`src/rtl/cpu_pkg.sv`:
```
// Constants and encodings shared by the 6-bit CPU and its boot loader.
// Holds the memory geometry, the loader state codes, the opcode field and the header check.
package cpu_pkg;

    localparam int ADDR_W = 3;
    localparam int INS_W  = 17;
    localparam int DEPTH  = 2 ** ADDR_W;

    typedef logic [2:0] ld_state_t;

    localparam ld_state_t ST_IDLE  = 3'd0;
    localparam ld_state_t ST_HDR   = 3'd1;
    localparam ld_state_t ST_RECV  = 3'd2;
    localparam ld_state_t ST_WRITE = 3'd3;
    localparam ld_state_t ST_CHK   = 3'd4;
    localparam ld_state_t ST_RUN   = 3'd5;
    localparam ld_state_t ST_ERROR = 3'd6;

    // Opcode lives in the top bits of an instruction word; the CPU decoder uses the same field
    localparam int             OP_W   = 5;
    localparam logic [OP_W-1:0] OP_ADD = 5'h0A;
    localparam logic [OP_W-1:0] OP_JMP = 5'h10;

    typedef struct packed {
        logic [ADDR_W-1:0] addr;
        logic [INS_W-1:0]  data;
    } mem_write_t;

    function automatic logic [OP_W-1:0] opcode_of(input logic [INS_W-1:0] ins);
        return ins[INS_W-1 -: OP_W];
    endfunction

    // A frame may carry 1..DEPTH words
    function automatic logic hdr_ok(input logic [3:0] n);
        return (n != 4'd0) && (n <= 4'(DEPTH));
    endfunction

endpackage

```
`src/rtl/program_loader.sv`:
```
// Boot loader: takes a framed byte stream, writes 17-bit words into CPU instruction
// memory, verifies the XOR checksum and then releases the CPU through pc_en.
module program_loader
    import cpu_pkg::*;
(
    input  logic              clk,
    input  logic              rst,
    input  logic              start,
    input  logic [7:0]        in_data,
    input  logic              in_valid,
    output logic              in_ready,
    output logic              we,
    output logic [ADDR_W-1:0] wr,
    output logic [INS_W-1:0]  wrd,
    output logic              pc_en,
    output logic              busy,
    output logic              err
);

    ld_state_t         state;
    logic [1:0]        byte_cnt;
    logic [ADDR_W:0]   word_cnt;
    logic [ADDR_W:0]   n_words;
    logic [7:0]        xor_acc;
    // Only b2[0] and b1 are needed once b0 arrives; b2[7:1] only feeds the checksum
    logic [8:0]        word_hi;
    logic              xfer;

    assign xfer = in_valid && in_ready;

    // NOTE: every output gets a default before the case so no latch is inferred.
    always_comb begin
        in_ready = 1'b0;
        we       = 1'b0;
        pc_en    = 1'b0;
        busy     = 1'b0;
        err      = 1'b0;
        case (state)
            ST_HDR, ST_RECV, ST_CHK: begin
                in_ready = 1'b1;
                busy     = 1'b1;
            end
            ST_WRITE: begin
                we   = 1'b1;
                busy = 1'b1;
            end
            ST_RUN:   pc_en = 1'b1;
            ST_ERROR: err   = 1'b1;
            default: ;
        endcase
    end

    // NOTE: all state here uses non-blocking assignments so every register samples pre-edge values.
    always_ff @(posedge clk or posedge rst) begin
        if (rst) begin
            state    <= ST_IDLE;
            byte_cnt <= '0;
            word_cnt <= '0;
            n_words  <= '0;
            xor_acc  <= '0;
            word_hi  <= '0;
            wr       <= '0;
            wrd      <= '0;
        end else if (start) begin
            state    <= ST_HDR;
            byte_cnt <= '0;
            word_cnt <= '0;
            xor_acc  <= '0;
        end else begin
            case (state)
                ST_HDR: if (xfer) begin
                    xor_acc  <= in_data;
                    n_words  <= in_data[ADDR_W:0];
                    byte_cnt <= '0;
                    word_cnt <= '0;
                    state    <= hdr_ok(in_data[3:0]) ? ST_RECV : ST_ERROR;
                end
                ST_RECV: if (xfer) begin
                    xor_acc <= xor_acc ^ in_data;
                    if (byte_cnt == 2'd2) begin
                        // wr/wrd are captured here and then hold until the next word completes
                        byte_cnt <= '0;
                        wr       <= word_cnt[ADDR_W-1:0];
                        wrd      <= {word_hi, in_data};
                        state    <= ST_WRITE;
                    end else begin
                        byte_cnt <= byte_cnt + 2'd1;
                        word_hi  <= {word_hi[0], in_data};
                    end
                end
                ST_WRITE: begin
                    if (word_cnt == n_words - 1'b1) begin
                        state <= ST_CHK;
                    end else begin
                        word_cnt <= word_cnt + 1'b1;
                        state    <= ST_RECV;
                    end
                end
                ST_CHK: if (xfer) begin
                    state <= (in_data == xor_acc) ? ST_RUN : ST_ERROR;
                end
                default: ;
            endcase
        end
    end

endmodule

```
`config.mk`:
```
export PLATFORM = sky130hd
export DESIGN_NAME = program_loader
export DESIGN_NICKNAME = d
export VERILOG_FILES = /design/src/rtl/cpu_pkg.sv /design/src/rtl/program_loader.sv
export SDC_FILE = /design/constraint.sdc
export NUM_CORES = 1
export LEC_CHECK = 0
export ABC_AREA = 1
export BUFFER_PORTS_ARGS = -buffer_cell sky130_fd_sc_hd__buf_4
export CAP_MARGIN = 20
export CORE_MARGIN = 4
export CORE_UTILIZATION = 57
export CTS_BUF_LIST = sky130_fd_sc_hd__clkbuf_8
export DETAILED_ROUTE_END_ITERATION = 10
export PLACE_DENSITY = 0.83
export SYNTH_ARGS = -nofsm -noshare
export SYNTH_HDL_FRONTEND = slang
export SYNTH_SLANG_ARGS = --single-unit
export TNS_END_PERCENT = 30
```
`constraint.sdc`:
```
create_clock -name clk -period 3.06 [get_ports clk]
set_input_delay 0.459 -clock clk [delete_from_list [all_inputs] [get_ports clk]]
set_output_delay 0.459 -clock clk [all_outputs]
set_load 0.01 [all_outputs]
```
==> flow_summary.json, run 1 <==
{
  "cp.depth": 9,
  "most-common-layout-cells": "120 x nand2_1, 50 x dfrtp_1, 36 x buf_4",
  "instances_no_fill": 422,
  "antennaDiodeCount": 0,
  "cp_cell_sequence": "inv_2, nand3_4, nand2_2, inv_2, nand2_4, nand4_4, nor2_4, nand2_1, nand2_1",
  "min_path_type": "in2async",
  "die_area_um2": 5800,
  "final-seq-area_um2": 1250,
  "place_ws_ns": 1.05,
  "drive_above_1_share": 0.195,
  "numCtsBuffers": 5,
  "synth-seq-cells": 50,
  "cellPowerDensity_nw_per_um2": 750,
  "period_needed_ns": 2.02,
  "first_global_vias": 2086,
  "drtIter0Drc": 192,
  "synth_top_area_cell": "dfrtp_1",
  "grt_pass1_wl_mm": 9.83,
  "fin_crit_sh": 0.659,
  "design_area_um2": 3040,
  "crit_buf_inv": 2,
  "power_mw": 2.28,
  "synth_flop_cell": "dfrtp_1",
  "p_leak_nw": 1.67,
  "synth_top_area_share": 0.472,
  "wl_per_cell_um": 13.5,
  "setup_viol": 0,
  "fin_nets": 383,
  "required_ns": 3.32,
  "dr.pass1.iters": 4,
  "vias": 2214,
  "tns_ns": 0,
  "syn_inst": 334,
  "max_stage_delay_ns": 0.48,
  "overflow": 0,
  "yosys.area_share.adder": 0.00945,
  "crit_fanout": 21,
  "fmax_mhz": 496,
  "final_util": 0.688,
  "grt_max_degree": 51,
  "start_util": 0.600,
  "critPathLaunchType": "flop",
  "place_hpwl_mm": 4.07,
  "areaGrowthSynthToFinish_pct": 14.6,
  "drt-total-wl_mm": 5.69,
  "cts-resized-gates": 0,
  "place_area_um2": 2920,
  "gp_congestion": 0.855,
  "crit_family": "simple AND/OR/NAND/NOR gates",
  "rsz0062_at_grt": "false",
  "synth_compound_area_frac": 0.0978,
  "placed_cells": 413,
  "cp.arrival_ns": 2.28,
  "cp-end-kind": "flop",
  "cp_slowest_cell": "dfrtp_1",
  "grt_use_total": 0.207,
  "clk_latency_ns": 0.32,
  "via_per_inst": 5.25,
  "cts_tree": "built",
  "multiInputGateArea_um2": 1190,
  "path_class": "reg2reg",
  "hold_violations": 0,
  "worst_slack_ns": 1.04,
  "yosysWarningCount": 0,
  "finalMaxSlewViolations": 0,
  "die_h_um": 76.2,
  "port_buffers": 36,
  "final_common_cell": "nand2_1",
  "worstMarginPinSlew_ns": 0.451,
  "post_synth.cell_area_avg_um2": 7.93,
  "ir_drop_mv": 0.415,
  "antenna_found_initial": 0,
  "ys_async_sr_fraction": 1.00,
  "run_status": "finished, final reports clean",
  "reg2reg_depth": 9,
  "muxShareOfSynthArea": 0.00425,
  "clkTransAtPathRegs_ns": 0.10,
  "synth-edff-count": 0,
  "finClkSkew_ns": 0.00837,
  "max-cap-violations": 0,
  "yosys-top-cells-area": "dfrtp_1 47%, nand2_1 17%, o21ai_1 4.7%",
  "cts_setup_buffers": 0,
  "ys_types": 27,
  "whs_ns": 0.0349,
  "io_pins": 37,
  "clock_sinks": 50,
  "yosys.area_share.simple": 0.302,
  "slew_headroom": 0.699,
  "n_fill_cell": 367,
  "drc": 0,
  "rows": 24,
  "cts_max_path_buffers": 2,
  "syn-num-nets": 348,
  "die_x_um": 76.2,
  "synth_xor_area_frac": 0.0364,
  "ys_seq_area_frac": 0.472,
  "core_area_um2": 4410,
  "syn-cell-area_um2": 2650,
  "cts_root_buf": "clkbuf_8",
  "holdBufCountCts": 0,
  "synth_top_family_by_area": "simple AND/OR/NAND/NOR gates",
  "postRouteAntennaNets": 0,
  "htree_levels": 2
}
## flip-flops by register name, summed over array words and instances, names as in the netlist
name and cells:
wr 3, n_words 4, word_cnt 4, word_hi 9
xor_acc 8, state 3, byte_cnt 2, wrd 17
## path summary, 6_finish.rpt
check | start | to | slack (ns)
setup / recovery | state[2]$_DFFE_PP0P_ | wrd[14]$_DFFE_PP0P_ | 1.04
hold reg to reg | word_hi[7]$_DFFE_PP0P_ | wrd[15]$_DFFE_PP0P_ | 0.48
min in group clk | in_data[5] | wrd[5]$_DFFE_PP0P_ | 0.37
hold / removal | rst | wrd[8]$_DFFE_PP0P_ | 0.03
setup reg to reg | state[2]$_DFFE_PP0P_ | wrd[14]$_DFFE_PP0P_ | 1.04
max in group asynchronous | rst | xor_acc[0]$_DFFE_PP0P_ | 2.55
## worst register-to-register path: cells and delay by family (launching register included)
| family | cells | cell delay [ns] |
|---|---|---|
| DFF | 1 | 0.48 |
| buffers and inverters | 2 | 0.19 |
| and+or+nand+nor | 7 | 1.29 |
## cell families after synthesis
logic type	count (synthesis)
adder cells (fa/ha/maj)	2
multiplexers	1
flip-flops	50
XOR/XNOR	11
AO/OA/AOI/OAI	49
AND/OR/NAND/NOR	175
buffers and inverters	46
## power by group
part | internal [mW] | switching, mW
clock | 0.171 | 0.249
combinational | 0.326 | 0.573
sequential | 0.819 | 0.138
## per-layer routing
layer	global-route usage	routed length, µm
met5	0	0
met4	0.0804	114
met3	0.0414	256
met2	0.339	2760
met1	0.268	2560
## cell type report
type	count	share of cell area
Sequential cell	50	0.412
Clock buffer	5	0.0227
Multi-Input combinational cell	238	0.393
Timing Repair Buffer	37	0.0956
Tap cell	52	0.0214
Clock inverter	3	0.00948
Inverter	37	0.0458
## synthesized netlist by cell type (2+ instances only)
cell,n
nand2_1,120
dfrtp_1,50
inv_1,27
o21ai_1,25
nand3_1,21
o21ai_0,19
nor2_1,12
inv_2,10
xor2_1,8
nor3_1,7
a21oi_1,4
buf_6,3
nand2_2,3
nand2_4,3
nor2_4,3
xnor2_1,3
buf_1,2
buf_2,2
buf_4,2
ha_1,2
nand3_4,2
No activity file was read; power rests on OpenSTA's default activity.
==> run 2: changes to the inputs <==
ABC_AREA = 0   (was 1)
PLACE_DENSITY = 0.84   (was 0.83)
clock period = 2.1 ns   (was 3.06 ns; I/O delays follow)
==> run 2 against run 1 <==
Compared with the run above: final area decreased by 1.6%; area after synthesis decreased by 4.1%; clock skew increased by 0.0013 ns.
==> flow_summary.json, run 2 <==
{
  "finalMaxSlewViolations": 0,
  "holdBufCountCts": 0,
  "required_ns": 1.78,
  "power_mw": 3.11,
  "die_h_um": 74.8,
  "cts_tree": "built",
  "fmax_mhz": 499,
  "antennaDiodeCount": 0,
  "syn-cell-area_um2": 2540,
  "numCtsBuffers": 5,
  "antenna_found_initial": 0,
  "die_area_um2": 5590,
  "dr.pass1.iters": 5,
  "worstMarginPinSlew_ns": 0.674,
  "cts_setup_buffers": 0,
  "synth-seq-cells": 50,
  "period_needed_ns": 2.01,
  "synth_top_area_share": 0.492,
  "rows": 24,
  "multiInputGateArea_um2": 1190,
  "max-cap-violations": 0,
  "wl_per_cell_um": 16.4,
  "drtIter0Drc": 116,
  "grt_use_total": 0.202,
  "path_class": "reg2out",
  "rsz0062_at_grt": "false",
  "postRouteAntennaNets": 0,
  "final-seq-area_um2": 1250,
  "synth-edff-count": 0,
  "synth_top_area_cell": "dfrtp_1",
  "grt_pass1_wl_mm": 8.71,
  "ys_types": 40,
  "largest_register_ffs": 17,
  "r2r_slack_ns": 0.12,
  "core_area_um2": 4320,
  "cp.arrival_ns": 1.69,
  "die_x_um": 74.8,
  "place_hpwl_mm": 3.55,
  "run_status": "finished, final reports clean",
  "worst_slack_ns": 0.0948,
  "overflow": 0,
  "cts_root_buf": "clkbuf_8",
  "post_synth.cell_area_avg_um2": 11.8,
  "place_ws_ns": 0.105,
  "critPathLaunchType": "flop",
  "finClkSkew_ns": 0.00969,
  "synthTopCellsByCount": "50 x dfrtp_1, 23 x nand2_1, 16 x mux2_4, 16 x xnor2_1, 15 x mux2_2",
  "gp_congestion": 0.852,
  "port_buffers": 36,
  "clock_sinks": 50,
  "final_util": 0.691,
  "final_common_cell": "dfrtp_1",
  "slew_headroom": 0.550,
  "yosys-top-cells-area": "dfrtp_1 49%, mux2_4 9.5%, mux2_2 6.6%",
  "drive_above_1_share": 0.354,
  "yosysWarningCount": 0,
  "fin_crit_sh": 0.955,
  "setup_viol": 0,
  "n_fill_cell": 343,
  "fin_nets": 270,
  "most-common-layout-cells": "50 x dfrtp_1, 44 x buf_4, 23 x nand2_1",
  "synth_flop_cell": "dfrtp_1",
  "vias": 1814,
  "p_leak_nw": 1.43,
  "min_path_type": "in2async",
  "syn_inst": 215,
  "clkTransAtPathRegs_ns": 0.10,
  "cellPowerDensity_nw_per_um2": 1040,
  "start_util": 0.588,
  "first_global_vias": 1859,
  "ys_async_sr_fraction": 1.00,
  "areaGrowthSynthToFinish_pct": 17.6,
  "io_pins": 37,
  "syn-num-nets": 229,
  "largestRegisters": "wrd: 17 flops, word_hi: 9 flops, xor_acc: 8 flops",
  "grt_max_degree": 33,
  "cts-resized-gates": 0,
  "hold_violations": 0,
  "drt-total-wl_mm": 5.07,
  "clk_latency_ns": 0.31,
  "cts_max_path_buffers": 2,
  "ir_drop_mv": 0.840,
  "top_register": "wrd",
  "tns_ns": 0,
  "cp-end-kind": "primary output",
  "htree_levels": 2,
  "drc": 0,
  "crit_fanout": 7,
  "yosysMostFrequentCell": "dfrtp_1",
  "via_per_inst": 5.87,
  "ys_seq_area_frac": 0.492
}
-- run 2: changes by cell type in the layout (fill, tap and decap cells not counted), sizes merged, moves of 8 or more --
cell / change
inv: -27
nand2: -103
mux2: +30
o21ai: -36
xnor2: +13
nand4: +9
nor2: -9
nand3: -20
o311ai: +8
-- run 2: cells by family after synthesis --
group / Yosys count / share of synthesized area
simple gates: 60 / 0.137
compound gates: 35 / 0.101
flops: 50 / 0.492
buf+inv: 20 / 0.0404
mux: 31 / 0.161
fa+ha+maj: 2 / 0.00985
xor+xnor: 17 / 0.0586
-- run 2: layer usage --
layer / wire length [µm] / vias up / global-route usage / part of all wire
met5: 0 / - / 0 / 0
met4: 74 / 0 / 0.0553 / 0.015
met3: 270 / 7 / 0.0427 / 0.053
met2: 2450 / 57 / 0.340 / 0.48
met1: 2280 / 885 / 0.267 / 0.45
li1: - / 865 / - / -
-- run 2: cell type report --
type / count / share of cell area
flip-flops and latches: 50 / 0.419
multi-input cells: 145 / 0.397
repair buffers: 44 / 0.111
clock buffers: 5 / 0.0230
well taps: 52 / 0.0218
clock inverters: 3 / 0.0159
inverters: 10 / 0.0126
-- run 2: per-stage QoR --
stage	instances	hold WS (ns)	cell area, µm²
after global placement	301	0.461	2870
after global routing	309	0.172	2990
after floorplan	215	0.464	2540
after CTS	309	0.138	2990
final	309	0.105	2990
after detailed placement	301	0.469	2870
-- run 2: power breakdown --
group | leakage, nW | internal (mW) | switching (mW)
logic | 0.712 | 0.520 | 0.552
registers | 0.662 | 1.16 | 0.174
clock network | 0.0591 | 0.364 | 0.341
-- run 2: path summary, 6_finish.rpt --
kind	from	endpoint	cells after the start
worst max-delay path	state[2]$_DFFE_PP0P_	we	5
worst min register to register	wr[2]$_DFFE_PP0P_	wr[2]$_DFFE_PP0P_	2
worst min-delay path	rst	xor_acc[0]$_DFFE_PP0P_	2
worst max register to register	n_words[0]$_DFFE_PP0P_	word_cnt[1]$_DFFE_PP0P_	6
min in group clk	in_data[4]	wrd[4]$_DFFE_PP0P_	2
max in group asynchronous	rst	word_hi[7]$_DFFE_PP0P_	3
-- run 2: worst max-delay path: stages (launching register included) --
cell and delay, ns:
dfrtp_1 0.48, buf_4 0.20, and2b_1 0.25, nand2_1 0.11
inv_1 0.18, buf_4 0.16
==> run 3: changes to the inputs <==
--- a/config.mk
+++ b/config.mk
@@ -10,8 +10,8 @@
 export CAP_MARGIN = 20
 export CORE_MARGIN = 4
-export CORE_UTILIZATION = 57
+export CORE_UTILIZATION = 50
 export CTS_BUF_LIST = sky130_fd_sc_hd__clkbuf_8
 export DETAILED_ROUTE_END_ITERATION = 10
-export PLACE_DENSITY = 0.84
+export PLACE_DENSITY = 0.75
 export SYNTH_ARGS = -nofsm -noshare
 export SYNTH_HDL_FRONTEND = slang
==> constraint.sdc (replaced) <==
create_clock -name clk -period 2.2 [get_ports clk]
set_input_delay 0.22 -clock clk [delete_from_list [all_inputs] [get_ports clk]]
set_output_delay 0.22 -clock clk [all_outputs]
set_load 0.01 [all_outputs]
==> run 3 against run 2 <==
Compared with the run above: register-to-register slack gained 0.09 ns; die area grew 12%; clock power shrank 15%; first-iteration DRC count grew 46%; flip-flop and latch count is the same; critical path depth grew 1; sequential share of layout area shrank 0.38 points; count of clock-buffer cells in the layout grew 2; combinational power shrank 6%; total power shrank 7.3%; largest power group unchanged.
==> flow_summary.json, run 3 (synthesis results as in run 2) <==
{
  "run_status": "finished, final reports clean",
  "finClkSkew_ns": 0.00541,
  "postRouteAntennaNets": 0,
  "rsz0062_at_grt": "false",
  "cts-resized-gates": 0,
  "cellPowerDensity_nw_per_um2": 956,
  "fmax_mhz": 502,
  "max_stage_delay_ns": 0.52,
  "setup_viol": 0,
  "start_util": 0.528,
  "cp.arrival_ns": 2.20,
  "most-common-layout-cells": "50 x dfrtp_1, 40 x buf_4, 23 x nand2_1",
  "largestRegisters": "wrd: 17 flops, word_hi: 9 flops, xor_acc: 8 flops",
  "final-seq-area_um2": 1250,
  "place_hpwl_mm": 3.64,
  "cts_setup_buffers": 0,
  "grt_use_total": 0.181,
  "overflow": 0,
  "numCtsBuffers": 5,
  "whs_ns": 0.185,
  "holdPathEnd": "wrd[4]$_DFFE_PP0P_",
  "cp.depth": 6,
  "p_leak_nw": 1.43,
  "grt_pass1_wl_mm": 8.89,
  "vias": 1803,
  "hold_violations": 0,
  "fin_nets": 269,
  "finalMaxSlewViolations": 0,
  "drive_above_1_share": 0.348,
  "drt-total-wl_mm": 5.20,
  "grt_max_degree": 27,
  "clkTransAtPathRegs_ns": 0.09,
  "hold_start": "in_data[4]",
  "wl_met1_mm": 2.47,
  "largest_register_ffs": 17,
  "via_per_inst": 5.58,
  "die_h_um": 79.3,
  "period_needed_ns": 1.99,
  "die_area_um2": 6290,
  "final_util": 0.626,
  "antennaDiodeCount": 0,
  "crit_fanout": 9,
  "drc": 0,
  "io_pins": 37,
  "antenna_found_initial": 0,
  "clk_latency_ns": 0.31,
  "holdBufCountCts": 1,
  "gp_congestion": 0.790,
  "port_buffers": 36,
  "power_mw": 2.88,
  "routed.top_layer": "met4",
  "min_path_type": "in2reg",
  "dr.pass1.iters": 5,
  "crit_family": "simple AND/OR/NAND/NOR gates",
  "rows": 25,
  "core_area_um2": 4820,
  "multiInputGateArea_um2": 1190,
  "htree_levels": 2,
  "drtIter0Drc": 169,
  "cts_tree": "built",
  "wl_per_cell_um": 16.1,
  "crit_buf_inv": 1,
  "max-cap-violations": 0,
  "rr_endpoint": "word_cnt[1]$_DFFE_PP0P_",
  "required_ns": 2.41,
  "final_common_cell": "dfrtp_1",
  "ir_drop_mv": 0.479,
  "fin_crit_sh": 0.906,
  "path_class": "reg2reg",
  "reg2reg_depth": 6,
  "cts_max_path_buffers": 2,
  "slew_headroom": 0.620,
  "cp_cell_sequence": "inv_1, ha_1, xnor2_1, nor4_4, a21boi_0, o32ai_1",
  "hold_depth": 2,
  "cp-end-kind": "flop",
  "reg2reg_from": "n_words[0]$_DFFE_PP0P_",
  "cts_root_buf": "clkbuf_8",
  "met2WireLength_mm": 2.40,
  "r2r_slack_ns": 0.21,
  "top_register": "wrd",
  "worstMarginPinSlew_ns": 0.568,
  "clock_sinks": 50,
  "n_fill_cell": 417,
  "wl_met3_um": 270,
  "first_global_vias": 1803,
  "cp_slowest_cell": "nor4_4",
  "die_x_um": 79.3,
  "tns_ns": 0,
  "areaGrowthSynthToFinish_pct": 18.7,
  "critPathLaunchType": "flop"
}
==> run 3: through the flow <==
step                instance area (µm²)  instances  setup WS (ns)
floorplan                          2540        215          0.455
global placement                   2900        314          0.317
detailed placement                 2900        314          0.247
CTS                                3020        323          0.218
global route                       3020        323         0.0164
finish                             3020        323          0.207
==> run 3: routing by layer <==
metal | vias up | global-route usage
li1 | 861 | -
met1 | 889 | 0.255
met2 | 46 | 0.278
met3 | 7 | 0.0420
met4 | 0 | 0.0567
met5 | - | 0
==> run 3: where the power goes <==
part / internal [mW] / switching, mW
registers: 1.11 / 0.167
logic: 0.480 / 0.526
clock network: 0.289 / 0.312
==> run 3: layout make-up <==
cell class / count / area share
multi-input combinational: 145 / 0.394
tap: 67 / 0.0278
clock buffer: 7 / 0.0320
clock inverter: 1 / 0.00290
timing repair buffer: 43 / 0.116
sequential: 50 / 0.415
inverter: 10 / 0.0124
==> run 3: worst max-delay path by stage <==
stage / from / slack [ns] / end
3_5_place_dp: n_words[0]$_DFFE_PP0P_ / 0.25 / word_cnt[1]$_DFFE_PP0P_
2_1_floorplan: n_words[0]$_DFFE_PP0P_ / 0.45 / word_cnt[1]$_DFFE_PP0P_
5_1_grt: n_words[0]$_DFFE_PP0P_ / 0.02 / word_cnt[1]$_DFFE_PP0P_
4_1_cts: n_words[0]$_DFFE_PP0P_ / 0.22 / word_cnt[1]$_DFFE_PP0P_
6_report: n_words[0]$_DFFE_PP0P_ / 0.21 / word_cnt[1]$_DFFE_PP0P_
3_3_place_gp: state[0]$_DFFE_PP0P_ / 0.32 / wrd[4]$_DFFE_PP0P_
